==> config.mk <==
export PLATFORM = sky130hd
export DESIGN_NAME = mux8_rr_sched_flat
export DESIGN_NICKNAME = d
export VERILOG_FILES = /design/src/rtl/mux8_rr_sched_pkg.sv /design/src/rtl/mux8_rr_sched_if.sv /design/src/rtl/mux8_rr_sched_rr_pick8.sv /design/src/rtl/mux8_rr_sched.sv /design/src/flat_wrapper.sv
export SDC_FILE = /design/constraint.sdc
export NUM_CORES = 1
export LEC_CHECK = 0
export ABC_AREA = 1
export BUFFER_PORTS_ARGS = -buffer_cell sky130_fd_sc_hd__clkbuf_2
export CAP_MARGIN = 0
export CORE_AREA = 10 10 118 120
export CTS_CLUSTER_SIZE = 16
export DETAILED_ROUTE_END_ITERATION = 8
export DIE_AREA = 0 0 128 130
export MAX_ROUTING_LAYER = met4
export PLACE_DENSITY = 0.65
export SLEW_MARGIN = 20
export SYNTH_ARGS = -nofsm -noshare
export SYNTH_HDL_FRONTEND = slang
export SYNTH_HIERARCHICAL = 1
export SYNTH_SLANG_ARGS = --single-unit
==> constraint.sdc <==
create_clock -name clk -period 5.6 [get_ports clk]
set_input_delay 0.28 -clock clk [delete_from_list [all_inputs] [get_ports clk]]
set_output_delay 0.28 -clock clk [all_outputs]
set_load 0.02 [all_outputs]
==> src/rtl/mux8_rr_sched_pkg.sv <==
// Shared types and helpers for the 8-way round-robin select scheduler.
// Holds the requester count, select width, FSM state type and one-hot decode.
package mux_sched_pkg;
  localparam int N_REQ = 8;
  localparam int SEL_W = 3;

  typedef enum logic {
    IDLE = 1'b0,
    XFER = 1'b1
  } state_t;

  function automatic logic [N_REQ-1:0] onehot3(input logic [SEL_W-1:0] s);
    onehot3    = '0;
    onehot3[s] = 1'b1;
  endfunction
endpackage

==> src/rtl/mux8_rr_sched_if.sv <==
// Bundle of requester inputs, consumer handshake and scheduler status for mux8_rr_sched.
// The master side (requesters and consumer) drives req/lock/din/o_ready; the scheduler is the slave.
interface mux8_rr_sched_if #(
  parameter int W = 32
);
  import mux_sched_pkg::*;

  // Handshake: a word moves in any cycle with o_valid & o_ready; while o_valid & ~o_ready,
  // o_valid/o_data/o_src hold. gnt pulses one-hot to the owner in exactly that cycle.
  logic [N_REQ-1:0]   req;
  logic [N_REQ-1:0]   lock;
  logic [N_REQ*W-1:0] din;
  logic               o_ready;
  logic               o_valid;
  logic [W-1:0]       o_data;
  logic [SEL_W-1:0]   o_src;
  logic [SEL_W-1:0]   sel;
  logic [N_REQ-1:0]   gnt;
  logic               busy;
  state_t             dbg_state;

  modport master (
    output req, lock, din, o_ready,
    input  o_valid, o_data, o_src, sel, gnt, busy, dbg_state
  );

  modport slave (
    input  req, lock, din, o_ready,
    output o_valid, o_data, o_src, sel, gnt, busy, dbg_state
  );
endinterface

==> src/rtl/mux8_rr_sched_rr_pick8.sv <==
// Combinational round-robin picker: first set candidate at or after ptr, wrapping mod 8.
// Rotates the candidates so ptr lands at bit 0, takes the lowest set bit, then rotates back.
module rr_pick8
  import mux_sched_pkg::*;
(
  input  logic [N_REQ-1:0] i_cand,
  input  logic [SEL_W-1:0] i_ptr,
  output logic             o_found,
  output logic [SEL_W-1:0] o_idx
);
  logic [N_REQ-1:0] w_rot;
  logic [SEL_W-1:0] w_off;

  always_comb begin
    w_rot = '0;
    w_off = '0;
    for (int k = 0; k < N_REQ; k++) begin
      w_rot[k] = i_cand[SEL_W'(i_ptr + SEL_W'(k))];
    end
    // Descending scan so the lowest rotated index wins.
    for (int k = N_REQ - 1; k >= 0; k--) begin
      if (w_rot[k]) w_off = SEL_W'(k);
    end
    o_found = |i_cand;
    o_idx   = i_ptr + w_off;
  end
endmodule

==> src/rtl/mux8_rr_sched.sv <==
// Round-robin scheduler sharing one 8:1 W-bit select path among 8 requesters,
// with optional per-requester lock for bursts capped at LOCK_MAX beats.
module mux8_rr_sched
  import mux_sched_pkg::*;
#(
  parameter int W        = 32,
  parameter int LOCK_MAX = 16
) (
  input logic             clk,
  input logic             rst_n,
  mux8_rr_sched_if.slave  bus
);
  localparam int CNT_W = (LOCK_MAX > 1) ? $clog2(LOCK_MAX) : 1;
  localparam logic [CNT_W-1:0] CNT_LAST = CNT_W'(LOCK_MAX - 1);

  state_t           r_state;
  logic [SEL_W-1:0] r_sel;
  logic [SEL_W-1:0] r_ptr;
  logic [CNT_W-1:0] r_beat_cnt;

  state_t           w_state_nxt;
  logic [SEL_W-1:0] w_sel_nxt;
  logic [SEL_W-1:0] w_ptr_nxt;
  logic [CNT_W-1:0] w_beat_cnt_nxt;

  logic [N_REQ-1:0] w_owner_oh;
  logic             w_in_xfer;
  logic             w_valid;
  logic             w_hs;
  logic             w_keep;
  logic [N_REQ-1:0] w_cand;
  logic             w_found;
  logic [SEL_W-1:0] w_idx;
  logic             w_do_pick;

  assign w_owner_oh = onehot3(r_sel);
  assign w_in_xfer  = (r_state == XFER);
  assign w_valid    = w_in_xfer & bus.req[r_sel];
  assign w_hs       = w_valid & bus.o_ready;
  // Lock holds the owner unless this handshake is the last allowed beat of the tenure.
  assign w_keep     = bus.lock[r_sel] & ~(w_hs & (r_beat_cnt == CNT_LAST));
  // On release the current owner is masked for this pick only.
  assign w_cand     = w_in_xfer ? (bus.req & ~w_owner_oh) : bus.req;

  rr_pick8 u_pick (
    .i_cand  (w_cand),
    .i_ptr   (r_ptr),
    .o_found (w_found),
    .o_idx   (w_idx)
  );

  always_ff @(posedge clk or negedge rst_n) begin
    if (!rst_n) begin
      r_state    <= IDLE;
      r_sel      <= '0;
      r_ptr      <= '0;
      r_beat_cnt <= '0;
    end else begin
      r_state    <= w_state_nxt;
      r_sel      <= w_sel_nxt;
      r_ptr      <= w_ptr_nxt;
      r_beat_cnt <= w_beat_cnt_nxt;
    end
  end

  always_comb begin
    w_state_nxt    = r_state;
    w_sel_nxt      = r_sel;
    w_ptr_nxt      = r_ptr;
    w_beat_cnt_nxt = r_beat_cnt;
    w_do_pick      = 1'b0;
    case (r_state)
      IDLE: begin
        if (w_found) begin
          w_do_pick   = 1'b1;
          w_state_nxt = XFER;
        end
      end
      XFER: begin
        if (w_keep) begin
          if (w_hs) w_beat_cnt_nxt = r_beat_cnt + CNT_W'(1);
        end else if (w_hs | ~bus.req[r_sel]) begin
          if (w_found) w_do_pick   = 1'b1;
          else         w_state_nxt = IDLE;
        end
      end
      default: w_state_nxt = IDLE;
    endcase
    if (w_do_pick) begin
      w_sel_nxt      = w_idx;
      w_ptr_nxt      = w_idx + SEL_W'(1);
      w_beat_cnt_nxt = '0;
    end
  end

  always_comb begin
    bus.o_valid   = w_valid;
    bus.gnt       = w_hs ? w_owner_oh : '0;
    bus.busy      = w_in_xfer;
    bus.o_src     = r_sel;
    bus.sel       = r_sel;
    bus.dbg_state = r_state;
    case (r_sel)
      3'd0:    bus.o_data = bus.din[0*W +: W];
      3'd1:    bus.o_data = bus.din[1*W +: W];
      3'd2:    bus.o_data = bus.din[2*W +: W];
      3'd3:    bus.o_data = bus.din[3*W +: W];
      3'd4:    bus.o_data = bus.din[4*W +: W];
      3'd5:    bus.o_data = bus.din[5*W +: W];
      3'd6:    bus.o_data = bus.din[6*W +: W];
      3'd7:    bus.o_data = bus.din[7*W +: W];
      default: bus.o_data = bus.din[0*W +: W];
    endcase
  end
endmodule

==> src/flat_wrapper.sv <==
// flat-port wrapper written by rule: the top's interface ports become plain ports
module mux8_rr_sched_flat import mux_sched_pkg::*;
#(
  parameter int W        = 32,
  parameter int LOCK_MAX = 16
)
  (clk, rst_n, bus_req, bus_lock, bus_din, bus_o_ready, bus_o_valid, bus_o_data, bus_o_src, bus_sel, bus_gnt, bus_busy, bus_dbg_state);
  mux8_rr_sched_if #(.W(W)) bus_i ();
  input logic clk;
  input logic rst_n;
  input wire logic [$bits(bus_i.req)-1:0] bus_req;
  input wire logic [$bits(bus_i.lock)-1:0] bus_lock;
  input wire logic [$bits(bus_i.din)-1:0] bus_din;
  input wire logic [$bits(bus_i.o_ready)-1:0] bus_o_ready;
  output wire logic [$bits(bus_i.o_valid)-1:0] bus_o_valid;
  output wire logic [$bits(bus_i.o_data)-1:0] bus_o_data;
  output wire logic [$bits(bus_i.o_src)-1:0] bus_o_src;
  output wire logic [$bits(bus_i.sel)-1:0] bus_sel;
  output wire logic [$bits(bus_i.gnt)-1:0] bus_gnt;
  output wire logic [$bits(bus_i.busy)-1:0] bus_busy;
  output wire logic [$bits(bus_i.dbg_state)-1:0] bus_dbg_state;
  assign bus_i.req = bus_req;
  assign bus_i.lock = bus_lock;
  assign bus_i.din = bus_din;
  assign bus_i.o_ready = bus_o_ready;
  assign bus_o_valid = bus_i.o_valid;
  assign bus_o_data = bus_i.o_data;
  assign bus_o_src = bus_i.o_src;
  assign bus_sel = bus_i.sel;
  assign bus_gnt = bus_i.gnt;
  assign bus_busy = bus_i.busy;
  assign bus_dbg_state = bus_i.dbg_state;
  mux8_rr_sched #(.W(W), .LOCK_MAX(LOCK_MAX)) u_core (.clk(clk), .rst_n(rst_n), .bus(bus_i));
endmodule
Word-level counts from Yosys, hierarchy flattened

Cells that the tools add are included.

Output and inout bits: 49
Register bits after elaboration: 11

Eq/ne operators: 8
Bitwise logic cells: 10
Mux-type cells: 44
Reduce and logical (&&, ||, !) cells: 7
$add $sub $neg: 10
$lt $le $gt $ge: 10

Operator list:

| kind                  | count |
|---|---|
| $pmux W32 S8          | 1 |
| $lt A3 B4 Y1 const B  | 9 |
| $bmux W1 S3           | 10 |
| $mux W3               | 8 |
| $mux W1               | 16 |
| $mux W4               | 4 |
| $mux W8               | 2 |
| $add A3 B3 Y3 const B | 4 |
| $eq A3 B3 Y1 const B  | 4 |
| $and A8 B8 Y8         | 1 |
| $not A8 Y8            | 1 |
| $reduce_or A8 Y1      | 1 |
| $add A3 B1 Y3 const B | 2 |
| $add A3 B2 Y3 const B | 2 |
| $eq A3 B2 Y1 const B  | 2 |
| $reduce_bool A2 Y1    | 3 |
| $add A4 B1 Y4 const B | 1 |
| $and A1 B1 Y1         | 4 |
| $eq A4 B4 Y1 const B  | 1 |
| $pmux W1 S2           | 2 |
| $add A3 B3 Y3         | 1 |
| $demux W1 S3          | 1 |
| $eq A3 B1 Y1 const B  | 1 |
| $ge A3 B1 Y1 const B  | 1 |
| other kinds (5)       | 7 |

Longest topological paths before layout

Gate-level depths: netlist of run 1.

Word-level depth: 19
Depth in mapped cells: 30

By module

The synthesis of run 1 kept the hierarchy.

By module, submodules not included:

| module        | cells each | times used | area each (um^2) |
|---|---|---|---|
| mux8_rr_sched | 404        | 1          | 2636.3 |
| rr_pick8      | 107        | 1          | 570.5 |

Worst setup path after synthesis of run 1

No wires, ideal clock.

Kind: register -> register
Start point: register u_core.r_sel[0], in the netlist u_core/bus.o_src[0]
End point: register u_core.r_ptr[2]
Data required time: 5.483 ns
Setup slack: 2.109 ns
Data arrival time: 3.374 ns
Stages on the path, launching flop included: 30
Buffers on the path: 3
Cell sequence: dfrtp_1 buf_6 inv_2 buf_6 nor2_2 buf_2 inv_1 o21ai_1 inv_1 nand2_1 nand3_1 nand2_1 nand2_1 nand2_1 nand2_1 nand2_1 nand2_1 nand2_1 nand2_1 a21oi_1 ha_1 inv_1 fa_1 xor2_1 nand3b_1 nand2_1 inv_1 xor2_1 nand4_1 nand2_1

Word-level cells in the longest chain between the ends: 19

RTL lines:

| item                                                                      | line                         | RTL |
|---|---|---|
| start: declaration                                                        | mux8_rr_sched.sv:17          | `logic [SEL_W-1:0] r_sel;` |
| start signal: assignment                                                  | mux8_rr_sched.sv:60          | `r_sel <= w_sel_nxt;` |
| $lt A3 B4 Y1 (not written as such) / $ge A3 B1 Y1 (equally long branches) | mux8_rr_sched_pkg.sv:14      | `onehot3[s] = 1'b1;` |
| $logic_and A1 B1 Y1 (not written as such)                                 | mux8_rr_sched_pkg.sv:14      |  |
| $mux W1 (not written as such)                                             | mux8_rr_sched_pkg.sv:14      |  |
| $demux W1 S3 (*)                                                          | --                           |  |
| $not A8 Y8 (*)                                                            | mux8_rr_sched.sv:43          | `assign w_cand = w_in_xfer ? (bus.req & ~w_owner_oh) : bus.req;` |
| $and A8 B8 Y8 (*)                                                         | mux8_rr_sched.sv:43          |  |
| $mux W8 (*)                                                               | mux8_rr_sched.sv:43          |  |
| named net u_core.w_cand[5]                                                | mux8_rr_sched.sv:31          | `logic [N_REQ-1:0] w_cand;` |
| $bmux W1 S3                                                               | mux8_rr_sched_rr_pick8.sv:18 | `w_rot[k] = i_cand[SEL_W'(i_ptr + SEL_W'(k))];` |
| $mux W1 (not written as such)                                             | mux8_rr_sched_rr_pick8.sv:18 |  |
| $mux W3 (7 in a row)                                                      | mux8_rr_sched_rr_pick8.sv:22 | `if (w_rot[k]) w_off = SEL_W'(k);` |
| $mux W3 (*)                                                               | mux8_rr_sched_rr_pick8.sv:22 |  |
| $add A3 B3 Y3 (*)                                                         | mux8_rr_sched_rr_pick8.sv:25 | `o_idx = i_ptr + w_off;` |
| named net u_core.w_idx[2]                                                 | mux8_rr_sched.sv:33          | `logic [SEL_W-1:0] w_idx;` |
| $add A3 B1 Y3 (*)                                                         | mux8_rr_sched.sv:91          | `w_ptr_nxt = w_idx + SEL_W'(1);` |
| end signal: assignment                                                    | mux8_rr_sched.sv:61          | `r_ptr <= w_ptr_nxt;` |
| end: declaration                                                          | mux8_rr_sched.sv:18          | `logic [SEL_W-1:0] r_ptr;` |

Mark *: on every way through the listed nets, which the timed path passes. The rest lies on a longest branch. The select of a mux whose other input is x is not followed.
A chain may end at the register's enable or synchronous reset.

Worst setup path after layout of run 1

Start point: register u_core.r_sel[2], in the netlist u_core/bus.o_src[2]
End point: register u_core.r_ptr[2]

Same word-level chain as after synthesis.

==> impl_metrics.csv, run 1 <==
group,metric,value,unit
clock_tree,clock_path_buffers,2,
setup_path,cp_max_fo,26,
floorplanning,die_y,130,um
drt,avgViaCountPerCell,5.27,
sta,worst_pin_slew,1.05,ns
drt,routed_wl,20700,um
synthesis,synth_nets,792,
drt,wl_per_cell,21.6,um
min_path,hold_class,"primary input to async pin",
floorplanning,dieArea,0.0166,mm2
setup_path,reg2reg_setup_slack,1.59,ns
synthesis,synth_area,0.00321,mm2
drt,drtIter0Drc,456,
clock_tree,h-tree-depth,1,
sta,skew,0.000576,ns
drt,via_count,5048,
drt,antenna_left,0,
floorplanning,start_util,0.274,
synthesis,yosysUniqueCellTypes,40,
floorplanning,rows,40,
sta,final-max-slew-violation-count,0,
floorplanning,io_pins,324,
global_routing,overflow,0,
setup_path,start_kind,"flip-flop",
clock_tree,cts_resized,0,
global_routing,grt_pass1_wl,30000,um
sta,fin_setup_tns,0,ns
pwr,powerDensity,595,mW/mm2
synthesis,ys.warnings.count,6,
sta,rsz0062_at_grt,"no",
drt,dr.pass1.iters,5,
sta,max_slew_margin,0.298,
setup_path,end_kind,"flip-flop",
synthesis,avgSynthCellArea,6.28,um2
status,status,"complete, no violations",
floorplanning,die_w,128,um
synthesis,async_reset_ff_frac,1.00,
pwr,p_leak,2.80,nW
sta,fin_crit_sh,0.716,
clock_tree,cts_tree,"built",
global_routing,grt_use_total,0.237,
layout,fin_util,0.419,
flow_run,max_cap_viol_count,0,
synthesis,ys_seq_area_frac,0.0858,
place,numPortBuffers,323,
global_routing,grt_pass1_vias,5028,
layout,syn2layout_area_growth,53.1,%
global_routing,grt_max_degree,41,
sta,setup_viol,0,
clock_tree,cts_buffers,3,
sta,period_minus_slack,4.01,ns
clock_tree,clkTransAtPathRegs,0.04,ns
clock_tree,root_buffer,"clkbuf_16",
setup_path,crit_arrival,4.14,ns
synthesis,synth-edff-count,0,
synthesis,synth_top_area_cell,"nand3_1",
setup_path,crit_type,"flip-flop to flip-flop",
clock_tree,cts.sinks,11,
setup_path,cp.required,5.73,ns
synthesis,ys_ff_latch,11,
place,gp_congestion,0.995,
layout,drive_above_1_share,0.468,
global_routing,antenna_found_initial,4,
pwr,vdd_drop_max,0.484,mV
sta,final_hold_viol_count,0,
synthesis,synth_top_cell_area_share,0.134,
synthesis,synthTopCellsByArea,"nand3_1, a22o_1, nand2_1",
drt,drcViolationCount,0,
clock_tree,clk_latency,0.24,ns
layout,fin_nets,1088,
floorplanning,coreArea,0.0117,mm2
place,hpwl,17700,um
synthesis,synthCells,511,
synthesis,synth_ff_type,"dfrtp_1",
sta,timing.fmax,249,MHz
[cell usage in the layout, fill, tap and decap left out, types with 4 or more instances in the layout]
cell type	instances
clkbuf_2	323
nand3_1	86
nor2_2	5
nand2_1	101
ha_1	5
a21oi_1	28
dfrtp_1	11
a221oi_1	32
a22oi_1	8
diode_2	4
o21ai_0	10
buf_4	5
nor2_1	17
o21ai_1	4
nand2_2	12
inv_2	10
a22o_1	49
inv_1	44
nand4_1	18
[cells in the mapped netlist, types with 2 or more instances]
| cell type | n |
|---|---|
| buf_2 | 10 |
| nand2_4 | 2 |
| nand3_1 | 86 |
| a22oi_1 | 8 |
| o21ai_1 | 4 |
| a22o_1 | 49 |
| nor3_1 | 2 |
| buf_6 | 9 |
| nand2_2 | 12 |
| nand4_1 | 18 |
| a21oi_1 | 28 |
| nor2_8 | 3 |
| dfrtp_1 | 11 |
| clkbuf_1 | 15 |
| nand3_4 | 3 |
| nor2_4 | 2 |
| xor2_1 | 3 |
| nand3_2 | 2 |
| ha_1 | 5 |
| nor4_1 | 2 |
| nor2_2 | 6 |
| buf_4 | 4 |
| inv_2 | 10 |
| nor2_1 | 17 |
| o21ai_0 | 10 |
| a221oi_1 | 32 |
| nand2_1 | 101 |
| inv_1 | 45 |
[flip-flops by register name, summed over array words and instances, names as in the netlist]
| signal | count |
|---|---|
| u_core/r_ptr | 3 |
| u_core/bus.busy | 1 |
| u_core/bus.o_src | 3 |
| u_core/r_beat_cnt | 4 |
[stage by stage]
step                      hold slack (ns)  setup slack, ns  instance area [um2]  total power, mW  std cells
after floorplan                   -0.0156             2.11                 3210             2.01        511
after global placement              0.173             1.73                 4810             2.76        948
after detailed placement            0.173             1.57                 4810             2.77        948
after CTS                           0.460             1.62                 4900             2.92        953
after global routing                0.483             1.16                 4910             3.19        957
final                               0.449             1.59                 4910             2.92        957
[worst max-delay path, stage by stage, from the launching register on]
cell and delay (ns):
dfrtp_1 0.70, nand2_4 0.15, inv_2 0.11, nand2_4 0.09
inv_2 0.44, a21oi_1 0.21, nand2_1 0.15, nand3_1 0.09
nand2_1 0.10, nand2_1 0.08, nand2_1 0.07, nand2_1 0.04
nand2_1 0.05, nand2_1 0.04, nand2_1 0.05, nand2_1 0.04
a21oi_1 0.12, ha_1 0.16, inv_1 0.05, fa_1 0.40
xor2_1 0.16, nand3b_1 0.17, nand2_1 0.07, inv_1 0.06
xor2_1 0.14, nand4_1 0.08, nand2_1 0.06
[logic make-up (layout without fill, tap and decap cells)]
| group | after synthesis | after routing | synth area share |
|---|---|---|---|
| AO/OA/AOI/OAI | 135 | 135 | 0.315 |
| XOR/XNOR | 5 | 5 | 0.0160 |
| adder cells (fa/ha/maj) | 6 | 6 | 0.0258 |
| buffers and inverters | 95 | 390 | 0.143 |
| flip-flops | 11 | 11 | 0.0858 |
| other | 0 | 4 | 0 |
| AND/OR/NAND/NOR | 259 | 259 | 0.414 |
[per-layer routing]
layer | part of all wire | GRT usage
met5 | 0 | -
met4 | 0.017 | 0.0583
met3 | 0.12 | 0.0901
met2 | 0.47 | 0.378
met1 | 0.39 | 0.275
[worst paths after layout]
path	end	depth (start not counted)	from
min in group clk	u_core/r_beat_cnt[3]	3	u_core/r_beat_cnt[3]
setup / recovery	u_core/r_ptr[2]	26	u_core/bus.o_src[2]
hold reg to reg	u_core/r_beat_cnt[3]	3	u_core/r_beat_cnt[3]
hold / removal	u_core/r_ptr[1]	2	rst_n
setup reg to reg	u_core/r_ptr[2]	26	u_core/bus.o_src[2]
max in group asynchronous	u_core/r_beat_cnt[3]	2	rst_n
[power breakdown]
| part | switching [mW] | internal (mW) | total (mW) |
|---|---|---|---|
| Combinational | 1.71 | 0.872 | 2.58 |
| Clock | 0.0346 | 0.0955 | 0.130 |
| Sequential | 0.101 | 0.111 | 0.212 |
[final cells by class]
cell class	count	area, um2
Timing Repair Buffer	329	1660
Antenna cell	4	10.0
Sequential cell	11	275
Fill cell	1285	6800
Inverter	57	220
Tap cell	147	184
Multi-Input combinational cell	405	2480
Clock buffer	4	78.8
[repair_timing]
action,in CTS,in global routing
endpoints found under the setup margin,0,0
endpoints found under the hold margin,11,0
buffers inserted,0,0
hold buffers,1,0
Power figures use the tool's default switching activity.
==> run 2, diff against run 1 <==
- ABC_AREA: 1 -> 0
- PLACE_DENSITY: 0.65 -> 0.71
- clock period: 5.6 -> 4 ns (I/O delays scaled with it)
==> impl_metrics.csv, run 2 <==
group,metric,value,unit
synthesis,synth_ff_type,"dfrtp_1",
drt,via_count,5254,
global_routing,grt_pass1_wl,33600,um
layout,largest_reg_flops,4,
clock_tree,root_buffer,"clkbuf_16",
floorplanning,dieArea,0.0166,mm2
sta,final-max-slew-violation-count,0,
layout,final_cell_mix,"clkbuf_2, nor2_1, mux2i_1",
setup_path,end_kind,"flip-flop",
synthesis,synth_top_area_cell,"mux4_2",
global_routing,overflow,0,
clock_tree,clk_latency,0.25,ns
setup_path,cp.required,4.12,ns
pwr,powerDensity,939,mW/mm2
synthesis,muxShareOfSynthArea,0.331,
setup_path,r2r_cells,15,
drt,drtIter0Drc,512,
synthesis,synth_top_family_by_area,"multiplexers",
synthesis,yosysMostFrequentCell,"nor2_1",
setup_path,r2r_end,"u_core/r_ptr[2]",
place,dp_slack,0.0864,ns
sta,max_slew_margin,0.472,
layout,mostFrequentLayoutCell,"clkbuf_2",
sta,worst_pin_slew,0.792,ns
synthesis,yosys.area_share.adder,0.0216,
setup_path,crit_arrival,4.01,ns
pwr,p_leak,2.86,nW
clock_tree,h-tree-depth,1,
sta,fin_crit_sh,0.975,
flow_run,max_cap_viol_count,0,
global_routing,grt_use_total,0.269,
place,hpwl,20100,um
layout,layout.cells.non_filler,936,
synthesis,synthTopCellsByArea,"mux4_2, mux2i_1, dfrtp_1",
setup_path,r2r-start,"u_core/bus.o_src[0]",
place,dp_cells,921,
synthesis,synth-compound-area-share,0.300,
drt,top_layer_used,"met4",
layout,syn2layout_area_growth,51.6,%
drt,avgViaCountPerCell,5.61,
min_path,hold_class,"primary input to async pin",
clock_tree,clkTransAtPathRegs,0.05,ns
drt,wl_met1,9180,um
synthesis,async_reset_ff_frac,1.00,
drt,routed_wl,23400,um
global_routing,antenna_found_initial,6,
layout,fin_nets,1065,
global_routing,grt_max_degree,67,
synthesis,ys_seq_area_frac,0.0720,
drt,dr.pass1.iters,5,
synthesis,synth-edff-count,0,
synthesis,yosys.area_share.simple,0.184,
clock_tree,cts_buffers,3,
synthesis,avgSynthCellArea,8.08,um2
pwr,vdd_drop_max,0.570,mV
global_routing,grt_pass1_vias,5373,
drt,route.met2.wl,10900,um
setup_path,crit_type,"flip-flop to flip-flop",
place,dpl_cell_area,0.00561,mm2
synthesis,synthCells,473,
synthesis,synth_common_cells,"nor2_1, mux2i_1, mux4_2",
sta,final_hold_viol_count,0,
layout,drive_above_1_share,0.549,
layout,design_area,0.00579,mm2
floorplanning,start_util,0.326,
clock_tree,clock_path_buffers,2,
synthesis,synth-xor-area-share,0.0160,
drt,antenna_left,0,
floorplanning,die_w,128,um
setup_path,cp_max_fo,5,
sta,setup_ws,0.102,ns
sta,timing.fmax,257,MHz
synthesis,ys_ff_latch,11,
layout,num-fill-cells,1157,
floorplanning,die_y,130,um
drt,drcViolationCount,0,
status,status,"complete, no violations",
synthesis,synth_area,0.00382,mm2
place,gp_congestion,0.966,
place,numPortBuffers,323,
sta,setup_viol,0,
synthesis,synth_nets,754,
floorplanning,io_pins,324,
sta,skew,0.00635,ns
drt,route.met3.wl,3100,um
clock_tree,cts.sinks,11,
floorplanning,rows,40,
synthesis,synth_top_cell_area_share,0.177,
clock_tree,cts_tree,"built",
setup_path,reg2reg_setup_slack,0.10,ns
synthesis,yosysUniqueCellTypes,67,
synthesis,ys.warnings.count,6,
setup_path,start_kind,"flip-flop",
floorplanning,coreArea,0.0117,mm2
sta,rsz0062_at_grt,"yes",
sta,period_minus_slack,3.90,ns
layout,top_register,"u_core/r_beat_cnt",
drt,wl_per_cell,25.0,um
-- run 2: critical path, stage by stage, from the launching register on --
cell,delay [ns]
dfrtp_4,0.51
or2_4,0.29
o21a_4,0.22
mux4_2,0.50
o221ai_2,0.23
nor2b_1,0.15
o211ai_1,0.12
a21oi_2,0.19
ha_2,0.19
inv_2,0.04
fa_2,0.54
inv_2,0.06
ha_4,0.15
xor2_1,0.16
a222oi_1,0.31
nand3_1,0.11
-- run 2: timing repair --
item / 4_1_cts / 5_1_grt
hold buffers: 1 / 0
buffers inserted: 0 / 4
endpoints found under the setup margin: 0 / 3
endpoints found under the hold margin: 11 / 0
resized for setup: 0 / 8
-- run 2: worst max-delay path by stage --
stage                              from               to  slack [ns]
floorplan           u_core/bus.o_src[0]  u_core/r_ptr[2]      -0.001
global placement    u_core/bus.o_src[0]  u_core/r_ptr[2]        0.10
detailed placement  u_core/bus.o_src[0]  u_core/r_ptr[2]        0.09
CTS                 u_core/bus.o_src[0]  u_core/r_ptr[2]        0.07
global route        u_core/bus.o_src[0]  u_core/r_ptr[2]       -0.02
finish              u_core/bus.o_src[0]  u_core/r_ptr[2]        0.10
-- run 2: per-stage QoR --
| stage | utilization | hold WS (ns) | setup TNS (ns) | total power [mW] |
|---|---|---|---|---|
| after detailed placement | 0.479 | 0.0985 | 0 | 5.05 |
| final | 0.495 | 0.361 | 0 | 5.44 |
| after floorplan | - | -0.0956 | -0.00115 | 3.67 |
| after CTS | 0.486 | 0.377 | 0 | 5.26 |
| after global routing | 0.495 | 0.412 | -0.0239 | 5.85 |
| after global placement | 0.479 | 0.0993 | 0 | 5.02 |
-- run 2: layout make-up --
| type | instances | area [um2] | area share |
|---|---|---|---|
| clock buffers | 4 | 78.8 | 0.0136 |
| flip-flops and latches | 11 | 284 | 0.0490 |
| inverters | 15 | 56.3 | 0.00972 |
| well taps | 147 | 184 | 0.0317 |
| multi-input cells | 401 | 3330 | 0.574 |
| repair buffers | 352 | 1850 | 0.319 |
| diodes | 6 | 15.0 | 0.00259 |
-- run 2: layer usage --
metal  GRT usage  vias up
met3       0.124       16
li1            -     2472
met2       0.440      300
met5           -        -
met4      0.0232        0
met1       0.307     2466
-- run 2: logic make-up (layout without fill, tap and decap cells) --
group                    count (synthesis)  after routing
AND/OR/NAND/NOR                        148            148
multiplexers                            85             85
adder cells (fa/ha/maj)                  6              6
buffers and inverters                   61            371
XOR/XNOR                                 7              7
AO/OA/AOI/OAI                          155            155
flip-flops                              11             11
other                                    0              6
-- run 2: where the power goes --
part           internal, mW  switching, mW  leakage, nW  total (mW)
sequential            0.168         0.0493        0.133       0.217
clock                 0.134         0.0555       0.0382       0.190
combinational          2.07           2.97         2.69        5.03
==> run 3, diff against run 2 <==
- BUFFER_PORTS_ARGS: -buffer_cell sky130_fd_sc_hd__clkbuf_2 -> not set
- DONT_BUFFER_PORTS: not set -> 1
- PLACE_DENSITY: 0.71 -> not set
==> impl_metrics.csv, run 3 (synthesis results as in run 2) <==
group,metric,value,unit
floorplanning,coreArea,0.0117,mm2
layout,mostFrequentLayoutCell,"nor2_1",
drt,drcViolationCount,0,
sta,setup_viol,0,
clock_tree,cts_tree,"built",
setup_path,cp_max_fo,6,
clock_tree,cts.sinks,11,
layout,fin_nets,742,
sta,period_minus_slack,3.93,ns
setup_path,crit_arrival,4.04,ns
floorplanning,io_pins,324,
pwr,powerDensity,1210,mW/mm2
place,dpl_cell_area,0.00397,mm2
sta,max_slew_margin,0.295,
clock_tree,h-tree-depth,1,
sta,skew,0.00208,ns
global_routing,overflow,0,
place,dp_cells,595,
setup_path,cp.required,4.11,ns
pwr,p_leak,1.51,nW
floorplanning,start_util,0.326,
floorplanning,rows,40,
sta,timing.fmax,255,MHz
clock_tree,clk_latency,0.24,ns
min_path,hold_class,"primary input to flip-flop",
setup_path,start_kind,"flip-flop",
setup_path,r2r_cells,15,
status,status,"complete, no violations",
global_routing,grt_use_total,0.249,
sta,final_hold_viol_count,0,
floorplanning,die_w,128,um
global_routing,grt_max_degree,56,
drt,routed_wl,21800,um
drt,dr.pass1.iters,5,
layout,num-fill-cells,1242,
layout,layout.cells.non_filler,611,
setup_path,end_kind,"flip-flop",
global_routing,grtUsageMet1,0.270,
place,numPortBuffers,0,
drt,wl_per_cell,35.7,um
place,gp_congestion,0.999,
clock_tree,cts_buffers,3,
sta,fin_crit_sh,0.982,
floorplanning,dieArea,0.0166,mm2
sta,worst_pin_slew,1.05,ns
flow_run,max_cap_viol_count,0,
sta,hold_ws,0.335,ns
layout,drive_above_1_share,0.235,
pwr,vdd_drop_max,0.709,mV
drt,antenna_left,0,
min_path,holdPathStages,3,
layout,multiInputGateArea,0.00334,mm2
drt,via_count,4158,
floorplanning,die_y,130,um
layout,syn2layout_area_growth,9.33,%
global_routing,grt_pass1_wl,30100,um
clock_tree,clkTransAtPathRegs,0.05,ns
global_routing,grt_busiest_layer,"met2",
global_routing,use_met3,0.106,
layout,design_area,0.00418,mm2
global_routing,grt_pass1_vias,4220,
global_routing,antenna_found_initial,4,
setup_path,crit_type,"flip-flop to flip-flop",
layout,fin_util,0.357,
clock_tree,root_buffer,"clkbuf_16",
layout,seqCellArea,287,um2
sta,rsz0062_at_grt,"yes",
layout,top_register,"u_core/r_beat_cnt",
drt,avgViaCountPerCell,6.81,
global_routing,use_met2,0.418,
place,hpwl,18600,um
clock_tree,clock_path_buffers,2,
layout,final_cell_mix,"nor2_1, mux2i_1, mux4_2",
drt,drtIter0Drc,397,
layout,largest_reg_flops,4,
sta,final-max-slew-violation-count,0,
[run 3: where the power goes]
part           internal, mW  total (mW)  switching, mW
combinational          1.80        4.62           2.83
clock                 0.134       0.189         0.0542
sequential            0.170       0.237         0.0667
[run 3: final cells by class]
cell class / count / area share
well taps: 147 / 0.0440
inverters: 15 / 0.0135
repair buffers: 29 / 0.0527
flip-flops and latches: 11 / 0.0686
multi-input cells: 401 / 0.800
diodes: 4 / 0.00240
clock buffers: 4 / 0.0189
[run 3: per-layer routing]
layer	part of all wire	wire, um
met4	0.016	345
met1	0.36	7860
met2	0.49	10700
met3	0.13	2900
met5	0	0
[run 3: worst paths after layout]
check	slack (ns)	start	to
max	0.07	u_core/bus.o_src[0]	u_core/r_ptr[2]
min	0.34	bus_o_ready	u_core/r_beat_cnt[2]
max reg2reg	0.07	u_core/bus.o_src[0]	u_core/r_ptr[2]
min reg2reg	0.58	u_core/r_beat_cnt[1]	u_core/r_beat_cnt[1]
max in group asynchronous	3.19	rst_n	u_core/bus.o_src[0]
min in group asynchronous	0.39	rst_n	u_core/r_beat_cnt[1]
[run 3: worst max-delay path, cell delays in order (launching register included)]
cell,delay [ns]
dfrtp_4,0.50
or2_4,0.30
o21a_4,0.23
mux4_2,0.52
o221ai_4,0.23
nor2b_4,0.17
o211ai_1,0.08
a21oi_1,0.20
ha_2,0.21
inv_2,0.04
fa_2,0.53
inv_2,0.06
ha_4,0.15
xor2_1,0.15
a222oi_1,0.34
nand3_1,0.11
[run 3: timing repair]
| action | 4_1_cts | 5_1_grt |
|---|---|---|
| endpoints found under the hold margin | 11 | 0 |
| setup buffers | 0 | 7 |
| hold buffers | 1 | 0 |
| setup endpoints to repair | 0 | 2 |
| gates resized for setup | 0 | 12 |
[run 3: metrics by stage]
stage / total power, mW / setup TNS (ns) / worst slack, ns
global route: 5.40 / -0.0656 / -0.0656
global placement: 4.49 / 0 / 0.191
CTS: 4.80 / 0 / 0.00639
floorplan: 3.67 / -0.00115 / -0.00115
finish: 5.05 / 0 / 0.0708
detailed placement: 4.59 / 0 / 0.0280
